<file path="src/rtl/wb_arbiter2.sv">
// Two-master, one-slave classic Wishbone arbiter with round-robin tie breaking,
// cycle-locked grants and a per-transfer stall watchdog that forces err.
module wb_arbiter2 #(
   parameter int unsigned AW      = 32,
   parameter int unsigned DW      = 32,
   parameter int unsigned TO_W    = 8,
   parameter int unsigned TIMEOUT = 255
) (
   input  logic              clock,
   input  logic              reset,
   // master 0 (instruction fetch)
   input  logic              m0_cyc_i,
   input  logic              m0_stb_i,
   input  logic              m0_we_i,
   input  logic [AW-1:0]     m0_adr_i,
   input  logic [DW-1:0]     m0_dat_i,
   input  logic [DW/8-1:0]   m0_sel_i,
   output logic [DW-1:0]     m0_dat_o,
   output logic              m0_ack_o,
   output logic              m0_err_o,
   // master 1 (data)
   input  logic              m1_cyc_i,
   input  logic              m1_stb_i,
   input  logic              m1_we_i,
   input  logic [AW-1:0]     m1_adr_i,
   input  logic [DW-1:0]     m1_dat_i,
   input  logic [DW/8-1:0]   m1_sel_i,
   output logic [DW-1:0]     m1_dat_o,
   output logic              m1_ack_o,
   output logic              m1_err_o,
   // shared slave port
   output logic              s_cyc_o,
   output logic              s_stb_o,
   output logic              s_we_o,
   output logic [AW-1:0]     s_adr_o,
   output logic [DW-1:0]     s_dat_o,
   output logic [DW/8-1:0]   s_sel_o,
   input  logic [DW-1:0]     s_dat_i,
   input  logic              s_ack_i,
   input  logic              s_err_i
);

   localparam logic [TO_W-1:0] TO_VAL = TO_W'(TIMEOUT);

   typedef enum logic [1:0] {StIdle, StGnt0, StGnt1} state_t;

   state_t            state_q, state_d;
   logic              last_q, last_d;
   logic [TO_W-1:0]   tcnt_q, tcnt_d;
   logic              gnt_stb;
   logic              timeout;

   assign m0_dat_o = s_dat_i;
   assign m1_dat_o = s_dat_i;

   always_ff @(posedge clock) begin
      if (reset) begin
         state_q <= StIdle;
         last_q  <= 1'b1;
         tcnt_q  <= '0;
      end else begin
         state_q <= state_d;
         last_q  <= last_d;
         tcnt_q  <= tcnt_d;
      end
   end

   always_comb begin
      state_d = state_q;
      last_d  = last_q;
      gnt_stb = ((state_q == StGnt0) && m0_stb_i) || ((state_q == StGnt1) && m1_stb_i);
      timeout = gnt_stb && (TIMEOUT != 0) && (tcnt_q == TO_VAL);
      // Clearing on the timeout cycle keeps the counter from ever passing TIMEOUT.
      if (!gnt_stb || s_ack_i || s_err_i || timeout) begin
         tcnt_d = '0;
      end else begin
         tcnt_d = tcnt_q + 1'b1;
      end

      case (state_q)
         StIdle: begin
            if (m0_cyc_i && m1_cyc_i) begin
               state_d = last_q ? StGnt0 : StGnt1;
            end else if (m0_cyc_i) begin
               state_d = StGnt0;
            end else if (m1_cyc_i) begin
               state_d = StGnt1;
            end
         end
         StGnt0: begin
            if (!m0_cyc_i) begin
               state_d = StIdle;
               last_d  = 1'b0;
            end
         end
         StGnt1: begin
            if (!m1_cyc_i) begin
               state_d = StIdle;
               last_d  = 1'b1;
            end
         end
         default: state_d = StIdle;
      endcase
   end

   always_comb begin
      s_cyc_o  = 1'b0;
      s_stb_o  = 1'b0;
      s_we_o   = 1'b0;
      s_adr_o  = '0;
      s_dat_o  = '0;
      s_sel_o  = '0;
      m0_ack_o = 1'b0;
      m0_err_o = 1'b0;
      m1_ack_o = 1'b0;
      m1_err_o = 1'b0;
      case (state_q)
         StGnt0: begin
            s_cyc_o  = m0_cyc_i;
            s_stb_o  = m0_stb_i && !timeout;
            s_we_o   = m0_we_i;
            s_adr_o  = m0_adr_i;
            s_dat_o  = m0_dat_i;
            s_sel_o  = m0_sel_i;
            m0_ack_o = m0_stb_i && s_ack_i && !timeout;
            m0_err_o = m0_stb_i && (s_err_i || timeout);
         end
         StGnt1: begin
            s_cyc_o  = m1_cyc_i;
            s_stb_o  = m1_stb_i && !timeout;
            s_we_o   = m1_we_i;
            s_adr_o  = m1_adr_i;
            s_dat_o  = m1_dat_i;
            s_sel_o  = m1_sel_i;
            m1_ack_o = m1_stb_i && s_ack_i && !timeout;
            m1_err_o = m1_stb_i && (s_err_i || timeout);
         end
         default: ;
      endcase
   end

endmodule

</file>
<file path="config.mk">
export PLATFORM = sky130hd
export DESIGN_NAME = wb_arbiter2
export DESIGN_NICKNAME = d
export VERILOG_FILES = /design/src/rtl/wb_arbiter2.sv
export SDC_FILE = /design/constraint.sdc
export NUM_CORES = 1
export LEC_CHECK = 0
export BUFFER_PORTS_ARGS = -buffer_cell sky130_fd_sc_hd__buf_4
export CORE_AREA = 3 3 122 124
export CTS_CLUSTER_DIAMETER = 40
export CTS_CLUSTER_SIZE = 30
export DETAILED_ROUTE_END_ITERATION = 10
export DIE_AREA = 0 0 125 127
export PLACE_DENSITY = 0.57
export SLEW_MARGIN = 20
export SYNTH_ARGS = -nofsm -noshare
export SYNTH_HDL_FRONTEND = slang
export SYNTH_SLANG_ARGS = --single-unit
export TNS_END_PERCENT = 50
</file>
<file path="constraint.sdc">
create_clock -name clock -period 2.2 [get_ports clock]
set_input_delay 0.11 -clock clock [delete_from_list [all_inputs] [get_ports clock]]
set_output_delay 0.11 -clock clock [all_outputs]
set_load 0.05 [all_outputs]
</file>
### Yosys cells after proc, flatten, opt, wreduce, memory -nomap -nowiden

Cells that the tools add are included.

* muxes and demuxes: 20
* $add $sub $neg: 1
* reduce and logical (&&, ||, !) cells: 24
* eq/ne operators: 6

Operator list (number)
* 32-bit one-hot mux with 2 select lines: 2
* 1-bit logical AND: 12
* 2-bit two-way mux: 6
* 8-bit by 1-bit adder with 8-bit output, second input constant: 1
* 8-bit equality test, second input constant: 1
* 1-bit one-hot mux with 2 select lines: 4
* 4-bit one-hot mux with 2 select lines: 1
* 1-bit two-way mux: 6
* 2-bit one-hot mux with 3 select lines: 1
* 3-bit AND reduction: 2
* 1-bit logical OR: 5
* 2-bit inequality test, second input constant: 2
* 4-bit inequality test, second input constant: 1
* 2-bit by 1-bit equality test with 1-bit output, second input constant: 1
* 2-bit equality test, second input constant: 1
* 1-bit zero test: 2
* 2-bit zero test: 1
* 2-bit nonzero test: 1
* 2-bit OR reduction: 1

* input port bits: 178
* word-level logic and storage cells: 54
* register bits after elaboration: 11

### Logic depth before layout (Yosys ltp)

Gate-level depths: netlist of the first run.

* depth after elaboration: 8
* gate-level depth with buffers: 7
* depth with buffers taken out: 5

### Least setup slack after synthesis of the first run

No wires, ideal clock.

* kind: flip-flop to output port
* start point: register tcnt_q[0]
* end point: output port m0_ack_o
* data required time: 2.090 ns
* arrival time: 2.073 ns
* path slack: 0.017 ns
* cell stages (with the launch flop): 5
* buffers on the path: 1
* path through: dfxtp_1 > ha_1 > and4_1 > buf_2 > nor3b_1

* word-level cells in the longest chain between the ends: 5

Ends and longest elaborated chain
* from (decl): line 49 `logic [TO_W-1:0] tcnt_q, tcnt_d;`
* from (signal assigned): line 64 `tcnt_q <= tcnt_d;`
* 8-bit equality test: line 72 `timeout = gnt_stb && (TIMEOUT != 0) && (tcnt_q == TO_VAL);`
* 1-bit logical AND: line 72
* 1-bit zero test: line 125 `m0_ack_o = m0_stb_i && s_ack_i && !timeout;`
* 1-bit logical AND: line 125
* 1-bit two-way mux: line 117 `case (state_q)`
* to (decl): line 19 `output logic m0_ack_o,`

No other way between the ends.

### Final worst setup path of the first run

* start point: register state_q[1]
* end point: output port s_dat_o[2]

* word-level cells in the longest chain between the ends: 2
* elaborated cells on any way between the ends: 3
* those cells by class: eq/ne (2); mux (1)

Ends and longest elaborated chain
* from (decl): line 47 `state_t state_q, state_d;`
* from (signal assigned): line 58 `state_q <= StIdle;`
* from (signal assigned): line 62 `state_q <= state_d;`
* 2-bit equality test / 2-bit by 1-bit equality test with 1-bit output (equally long branches): line 117
* 32-bit one-hot mux with 2 select lines (*): line 117
* to (decl): line 36 `output logic [DW-1:0] s_dat_o,`

Mark *: on every way between the ends. The rest lies on a longest branch, timed or not.

==> results of run 1 <==
## synthesized netlist by cell type
cell | count | area (sq um)
sky130_fd_sc_hd__a41oi_1 | 1 | 8.76
sky130_fd_sc_hd__a311oi_2 | 1 | 15.0
sky130_fd_sc_hd__a22oi_1 | 70 | 526
sky130_fd_sc_hd__inv_1 | 4 | 15.0
sky130_fd_sc_hd__and4_4 | 1 | 11.3
sky130_fd_sc_hd__xor2_1 | 2 | 17.5
sky130_fd_sc_hd__o21ba_2 | 2 | 20.0
sky130_fd_sc_hd__o21bai_1 | 1 | 7.51
sky130_fd_sc_hd__a22o_1 | 1 | 8.76
sky130_fd_sc_hd__a221oi_2 | 1 | 15.0
sky130_fd_sc_hd__dfxtp_1 | 11 | 220
sky130_fd_sc_hd__and4_1 | 1 | 8.76
sky130_fd_sc_hd__or3_1 | 2 | 12.5
sky130_fd_sc_hd__nand2b_1 | 3 | 18.8
sky130_fd_sc_hd__nand3_1 | 2 | 10.0
sky130_fd_sc_hd__nor3_1 | 3 | 15.0
sky130_fd_sc_hd__nor3b_1 | 4 | 30.0
sky130_fd_sc_hd__a2111o_1 | 2 | 22.5
sky130_fd_sc_hd__buf_2 | 9 | 45.0
sky130_fd_sc_hd__o21ai_0 | 4 | 20.0
sky130_fd_sc_hd__nand2_1 | 6 | 22.5
sky130_fd_sc_hd__ha_1 | 4 | 50.1
sky130_fd_sc_hd__xnor2_1 | 1 | 8.76
sky130_fd_sc_hd__o2111ai_1 | 1 | 8.76
sky130_fd_sc_hd__buf_1 | 2 | 7.51
sky130_fd_sc_hd__a21oi_1 | 5 | 25.0
sky130_fd_sc_hd__inv_2 | 1 | 3.75
sky130_fd_sc_hd__buf_4 | 64 | 480
sky130_fd_sc_hd__clkbuf_1 | 13 | 48.8
sky130_fd_sc_hd__nor2_1 | 72 | 270
sky130_fd_sc_hd__a211oi_1 | 1 | 7.51
## stage by stage
step                area (sq um)  worst slack (ns)  hold slack, ns  power [mW]  utilization (%)
finish                      3430             0.130          0.0724        1.47             24.7
global route                3430            0.0300          0.0692        1.55             24.7
CTS                         3430             0.174          0.0664        1.48             24.7
detailed placement          3350             0.445           0.220        1.14             24.1
global placement            3350             0.475           0.220        1.12             24.1
floorplan                   1980            0.0174           0.179        1.05                -
## kinds of logic (layout without fill, tap and decap cells)
family | after synthesis | in the layout | synth area share (%)
AO/OA/AOI/OAI | 90 | 90 | 34.6
adder cells (fa/ha/maj) | 4 | 4 | 2.53
XOR/XNOR | 3 | 3 | 1.33
AND/OR/NAND/NOR | 94 | 94 | 20.2
flip-flops | 11 | 11 | 11.1
buffers and inverters | 93 | 235 | 30.3
## layout by cell type (no fill, tap or decap), types with 2 or more instances in the layout
| cell | netlist | layout |
|---|---|---|
| sky130_fd_sc_hd__or3_1 | 2 | 2 |
| sky130_fd_sc_hd__nand2b_1 | 3 | 3 |
| sky130_fd_sc_hd__a22oi_1 | 70 | 70 |
| sky130_fd_sc_hd__buf_4 | 64 | 224 |
| sky130_fd_sc_hd__a2111o_1 | 2 | 2 |
| sky130_fd_sc_hd__dfxtp_1 | 11 | 11 |
| sky130_fd_sc_hd__ha_1 | 4 | 2 |
| sky130_fd_sc_hd__nor3_1 | 3 | 3 |
| sky130_fd_sc_hd__nand3_1 | 2 | 2 |
| sky130_fd_sc_hd__xor2_1 | 2 | 2 |
| sky130_fd_sc_hd__nand2_1 | 6 | 6 |
| sky130_fd_sc_hd__nor2_1 | 72 | 72 |
| sky130_fd_sc_hd__o21ai_0 | 4 | 4 |
| sky130_fd_sc_hd__o21ba_2 | 2 | 2 |
| sky130_fd_sc_hd__inv_1 | 4 | 4 |
| sky130_fd_sc_hd__a21oi_1 | 5 | 5 |
| sky130_fd_sc_hd__clkbuf_16 | 0 | 3 |
| sky130_fd_sc_hd__nor3b_1 | 4 | 4 |
| sky130_fd_sc_hd__buf_12 | 0 | 2 |
| sky130_fd_sc_hd__ha_2 | 0 | 2 |
## per-layer routing
metal  track usage [%]  vias up  share of wire (%)
met5                 0        -                  0
met1              11.7     1224                 40
met2              15.7      167                 49
met4              2.87        0                1.9
li1                  -     1273                  -
met3              2.55       21                9.7
## power groups by stage
stage | registers, mW | clock network [mW] | logic (mW)
floorplan | 0.214 | 0 | 0.839
global placement | 0.216 | 0 | 0.903
detailed placement | 0.216 | 0 | 0.920
CTS | 0.212 | 0.345 | 0.922
global route | 0.214 | 0.354 | 0.986
finish | 0.213 | 0.335 | 0.919
## final timing paths
kind / endpoint / startpoint / cells past startpoint / slack (ns)
setup / recovery: s_dat_o[2] / state_q[1] / 6 / 0.13
setup reg to reg: tcnt_q[1] / state_q[0] / 5 / 0.48
hold reg to reg: tcnt_q[6] / tcnt_q[6] / 2 / 0.49
hold / removal: state_q[1] / reset / 2 / 0.07
## sequential cells by signal (all words and copies together), names as in the netlist
register and flops:
last_q 1, state_q 2, tcnt_q 8
## final cells by class
cell class	count	area (sq um)	area share, %
inverter	5	18.8	0.547
tap	180	225	6.57
multi-input combinational	191	1160	34.0
timing repair buffer	226	1720	50.2
sequential	11	220	6.42
clock buffer	4	78.8	2.30
==> results by stage, run 1 <==
Clock network:
- The number of buffers inserted by post-CTS setup repair is 0.
- The total of hold buffers inserted after clock tree synthesis is 0.
- The root buffer cell chosen for the clock tree is sky130_fd_sc_hd__clkbuf_16.
- The clock passes through at most 2 buffers.
- The clock drives 11 sinks.
- Gates resized during post-CTS repair numbered 0.
- The H-tree depth is 1.
- The clock tree from TritonCTS is yes.
- The total clock buffers created by CTS is 3.
- The clock-pin slew on the worst setup and hold paths is 0.04 ns.
- The later-pin clock latency in the skew report is 0.24 ns.

Drt:
- The number of remaining DRC errors is 0.
- Dividing the detail-routed via count by the number of cells gives 4.35.
- The count of nets left with antenna violations after detail routing is 0.
- The per-cell routed wire length is 13.8 um.
- In this run, the number of DRC markers left after iteration 0 of detailed routing was 122.
- The total length of routed wires is 8520 um.
- The number of optimization iterations in the first detailed-route pass is 4.
- The total via count after detailed routing is 2685.

Finish:
- 0 antenna diodes ended up in the layout.
- The area added between synthesis and finish is 73.2%.
- The finished layout holds 617 standard cells, fillers aside.
- The net count of the finished layout is 620.
- The final-layout fill cell count is 1540.
- The fraction of final layout cells with drive strength greater than 1 is 54.2%.

Critical path:
- The class of the most critical setup path is register to primary output.
- The critical path's largest stage delay is 0.45 ns.
- The count of buffer and inverter cells on the critical path is 3.
- STA classifies the critical path endpoint as a primary output.
- The worst setup path is launched from a register.
- The cell repeated most along the worst path is sky130_fd_sc_hd__buf_4.
- The largest fanout on the critical path is 47.
- For the worst setup path, the data required time is 2.09 ns.
- The critical path goes through inv_1 -> ha_2 -> buf_4 -> a22oi_1 -> nor2_1 -> buf_4.
- On the critical path, the stage with the largest delay is an instance of sky130_fd_sc_hd__buf_4.
- The signal arrival time at the worst endpoint is 1.96 ns.
- The kind of cell with the highest combined delay along the critical path is buffers and inverters.

Die:
- The initial cell density of the core is 14.3%.
- The number of ports placed on the die boundary is 317.
- In this run the horizontal extent of the chip is 125 um.
- The die covers 0.0159 sq mm.
- The overall die height is 127 um.
- The count of standard-cell rows is 43.
- The total core area is 0.0139 sq mm.

Timing:
- For this run, the top clock speed supported by timing is 483 MHz.
- Setup repair after global routing left no endpoint under its margin.
- The clock tree skew after final layout is 0.00220 ns.
- The final critical path takes up 94.1% of the cycle.
- The final sum of negative setup slack is 0 ns.
- The final max-slew violation count was 0.
- The final-report setup violation count is 0.
- The number of hold violations in the final report is 0.
- After layout, the minimum clock period comes to 2.07 ns.
- For the pin with the worst max-slew slack, the measured transition is 0.508 ns.
- The worst pin sits at a relative slew slack of 66.1%.

Synth:
- During synthesis, Yosys emitted a total of 0 warnings.
- After synthesis the netlist holds a flip-flop and latch count of 11.
- Of the synthesized area, sequential elements account for 11.1%.
- The post-synthesis average cell area is 6.71 sq um.
- Counting every instance in the synthesized netlist gives 295.
- The number of nets handed over by synthesis was 477.
- Summing every instance area after synthesis gives 0.00198 sq mm.
- The number of library cell types mapped by synthesis is 31.

Power:
- The clock network power share is 22.9%.
- Per report_power, the combinational group accounts for 62.6% of the total.
- VDD sags by at most 259 uV.
- Sequential cells account for 14.5% of the total power.
- In this run switching power makes up 43.9% of total power.
- The internal power is 0.823 mW.
- In this run the static leakage power is 1.56 nW.
- In this run the power spent charging and discharging nets is 0.643 mW.
- In this run the power density over the cells is 428 mW/mm^2.

Job:
- The tool flagged a number of max-cap violations equal to 0.

Run status:
- The run finished with clean final reports.

Global routing:
- The first-pass GRT wire length is 12700 um.
- The initial antenna violation count is 0.
- The total routing resource utilization after global routing is 9.33%.
- The pin count of the biggest net entering global routing is 56.
- The total congestion overflow after global routing is 0.
- The number of global-route vias before repair was 2544.

Placement:
- After legalization and detailed placement, the total HPWL measured 7040 um.
- The congestion estimate from routability-driven global placement came to 0.869.
- During placement, the flow inserted port buffers numbering 220.
- Counting tap cells, the placed design contains a total of 613 instances.

Worst hold path:
- The class of the most critical hold timing path is input port to register.
(Power assumes the default switching activity.)
==> inputs of run 2 (changes only) <==
--- a/config.mk
+++ b/config.mk
@@ -5,13 +5,14 @@
 export SDC_FILE = /design/constraint.sdc
 export NUM_CORES = 1
 export LEC_CHECK = 0
+export ABC_AREA = 1
 export BUFFER_PORTS_ARGS = -buffer_cell sky130_fd_sc_hd__buf_4
 export CORE_AREA = 3 3 122 124
 export CTS_CLUSTER_DIAMETER = 40
 export CTS_CLUSTER_SIZE = 30
 export DETAILED_ROUTE_END_ITERATION = 10
 export DIE_AREA = 0 0 125 127
-export PLACE_DENSITY = 0.57
+export PLACE_DENSITY = 0.58
 export SLEW_MARGIN = 20
 export SYNTH_ARGS = -nofsm -noshare
 export SYNTH_HDL_FRONTEND = slang
==> results by stage, run 2 <==
Run status:
- The flow ran to the end, and the final reports show no timing, DRC or antenna violations.

Drt:
- The count of nets left with antenna violations after detail routing is 0.
- The DRC marker count from the first detailed-route iteration is 115.
- For this block, the routed nets add up to 9630 um of wire.
- For this run, the detailed router's first-pass iteration total came to 4.
- The via count normalized by instance count is 3.94.
- The detailed router placed 2839 vias in this run.
- The per-cell routed wire length is 13.4 um.
- The number of remaining DRC errors is 0.

Timing:
- The worst-margin pin slew is 0.447 ns.
- Timing would allow up to 533 MHz.
- The hold slack is 0.131 ns.
- In the finished design, the share of the clock period the worst path needs comes to 85.2%.
- The final-report setup violation count is 0.
- The final max-slew violation count was 0.
- Setup repair after global routing left no endpoint under its margin.
- Counting I/O delays and the setup requirement, the final critical path takes 1.87 ns.
- The minimum setup slack in the final design is 0.325 ns.
- The clock tree skew after final layout is 0.00166 ns.
- The relative slew slack is 70.2%.
- The final sum of negative setup slack is 0 ns.
- The number of hold violations in the final report is 0.

Clock network:
- The number of cells upsized or downsized after cts is 0.
- The maximum clock path buffer count is 2.
- For the worst-skew pair, the clock arrives at the later sink with an insertion delay of 0.24 ns.
- The total clock buffers created by CTS is 3.
- For this design, the CTS-stage hold fixing added 0 buffers.
- In this run the number of H-tree levels came out at 1.
- TritonCTS built the clock tree.
- The cell sitting at the root of the clock tree is a sky130_fd_sc_hd__clkbuf_16.
- The clock-pin slew on the worst setup and hold paths is 0.04 ns.
- The number of buffers inserted by post-CTS setup repair is 0.
- The clock sink total is 11.

Finish:
- The number of antenna repair diodes is 0.
- The library cells used most frequently in the layout, excluding fill and tap cells, are 224 x sky130_fd_sc_hd__buf_4, 164 x sky130_fd_sc_hd__nand2_1, 69 x sky130_fd_sc_hd__a21oi_1, 26 x sky130_fd_sc_hd__nor2_1, 15 x sky130_fd_sc_hd__inv_1.
- Measured on the finished design, the core utilization comes to 25.7%.
- The net count of the finished layout is 723.
- The post-route netlist has 44.3% of its cells at a drive strength greater than 1.
- The area growth from synthesis to layout is 67.8%.
- The layout has 1610 filler cells.
- The most common library cell in the layout ignoring fill and taps is sky130_fd_sc_hd__buf_4.
- The register with the most flip-flops in the layout has 8 of them.
- After routing the design area is 0.00356 sq mm.
- The register bank with the most flops is tcnt_q.
- Once layout is complete, the cells apart from fillers number 720.
- The largest registers in the layout are tcnt_q x8, state_q x2, last_q x1.

Synth:
- The number of library cell types mapped by synthesis is 22.
- The dominant cell by count in the synthesized netlist is sky130_fd_sc_hd__nand2_1.
- The area of the mapped netlist is 0.00212 sq mm.
- The synthesized design contains 0 enable-type register cells.
- Each instance of the synthesized netlist takes up on average 5.35 sq um.
- Counting instances in the post-synthesis netlist gives the leading cell types as 164 x sky130_fd_sc_hd__nand2_1, 69 x sky130_fd_sc_hd__a21oi_1, 66 x sky130_fd_sc_hd__buf_4, 26 x sky130_fd_sc_hd__nor2_1, 15 x sky130_fd_sc_hd__inv_1.
- In the synthesized netlist the dominant register cell turns out to be sky130_fd_sc_hd__dfxtp_1.
- Sequential elements use 10.4% of the synthesized area.
- The synthesized design contains 11 register bits.
- The cell type with the highest aggregate area in the netlist is sky130_fd_sc_hd__nand2_1.
- The number of warnings printed during yosys synthesis is 0.
- The net count after synthesis is 579.
- In the synthesized netlist, the number of instances is 397.
- The async set-reset flop share out of synthesis is 0%.
- The top cell type's share of synthesized area is 29.0%.
- By area the synthesized netlist is led by sky130_fd_sc_hd__nand2_1 29%, sky130_fd_sc_hd__buf_4 23%, sky130_fd_sc_hd__a21oi_1 16%, sky130_fd_sc_hd__dfxtp_1 10%, sky130_fd_sc_hd__nor2_1 4.6%.

Critical path:
- The capture point of the worst reg-to-reg path is state_q[1].
- The data required time at the worst endpoint is 2.09 ns.
- The worst setup path is launched from a register.
- The class of the most critical setup path is register to primary output.
- The signal arrival time at the worst endpoint is 1.76 ns.
- The type of element capturing the critical path is a primary output.
- The startpoint identified for the worst register-to-register timing path is state_q[0].
- The largest fanout on the critical path is 40.
- The worst register-to-register path has a setup slack of 0.68 ns.
- The length in cells of the worst reg-to-reg path is 9.

Placement:
- The number of input and output port buffers inserted is 220.
- The global placer's final weighted congestion is 0.781.
- At the placement stage, the worst setup path has a slack of 0.576 ns.
- Detailed placement finished with a half-perimeter wire length of 7760 um.
- The total cell area at the placement stage is 0.00348 sq mm.
- The number of cells in the design after placement is 716.

Global routing:
- After global routing the overflow that remains totals 0.
- Entering global routing, the biggest net connects 48 pins.
- Global routing used 10.8% of the available tracks.
- The first global-routing pass estimated 14100 um of wire.
- The number of global-route vias before repair is 2653.
- The initial antenna violation count is 0.

Die:
- The total core area is 0.0139 sq mm.
- From bottom edge to top edge, the die measures 127 um.
- The count of standard-cell rows is 43.
- The number of ports placed on the die boundary is 317.
- The initial utilization of the core area, before any placement, comes to 15.3%.
- The die covers 0.0159 sq mm.
- The die is 125 um wide.

Worst hold path:
- In this run the most critical hold path is launched from reset.
- The class of the most critical hold timing path is input port to register.
- The worst hold path passes through 3 cells.
- The worst hold path terminates at last_q.

Job:
- Across the run, the number of max-cap violations was 0.

Power:
- Dividing total power by cell area gives a power density of 888 mW/mm^2.
- In this run the static leakage power is 1.66 nW.
- The overall power consumption is 3.16 mW.
- Across the VDD grid, the largest voltage drop is 388 uV.
-- run 2: worst max-delay path: stages (launching register included) --
cell                      delay [ns]
sky130_fd_sc_hd__dfxtp_1        0.35
sky130_fd_sc_hd__inv_1          0.07
sky130_fd_sc_hd__ha_1           0.32
sky130_fd_sc_hd__inv_2          0.06
sky130_fd_sc_hd__buf_4          0.39
sky130_fd_sc_hd__a21oi_1        0.10
sky130_fd_sc_hd__buf_4          0.21
-- run 2: worst max path at each step --
stage | from | endpoint | slack, ns | cells after the start
5_1_grt | state_q[0] | s_dat_o[29] | 0.22 | 6
2_1_floorplan | state_q[0] | s_dat_o[22] | 0.38 | 5
3_3_place_gp | state_q[1] | s_dat_o[27] | 0.57 | 6
6_report | state_q[0] | s_adr_o[11] | 0.33 | 6
4_1_cts | state_q[0] | m1_err_o | 0.32 | 9
3_5_place_dp | state_q[0] | m1_err_o | 0.58 | 9
-- run 2: final cells by class --
class / instances / area [sq um] / share of cell area [%]
clock buffers: 4 / 78.8 / 2.21
inverters: 16 / 60.1 / 1.69
multi-input cells: 283 / 1250 / 35.2
flip-flops and latches: 11 / 220 / 6.18
well taps: 180 / 225 / 6.32
repair buffers: 226 / 1720 / 48.3
-- run 2: kinds of logic after synthesis --
kind of cell / after synthesis / synth area share, %
fa+ha+maj: 4 / 2.36
flops: 11 / 10.4
simple gates: 205 / 38.4
compound gates: 71 / 16.9
xor+xnor: 3 / 1.24
buf+inv: 103 / 30.7
-- run 2: power breakdown --
| part | switching (mW) | total [mW] | leakage, nW | internal, mW |
|---|---|---|---|---|
| Clock | 0.0870 | 0.330 | 0.0382 | 0.243 |
| Sequential | 0.0113 | 0.229 | 0.0892 | 0.218 |
| Combinational | 1.83 | 2.60 | 1.54 | 0.774 |
-- run 2: metal layers --
layer  routed length, um  GRT usage (%)
met1                3780           13.0
met2                4780           18.8
met3                 742           2.34
met4                 319           4.27
met5                   0              0
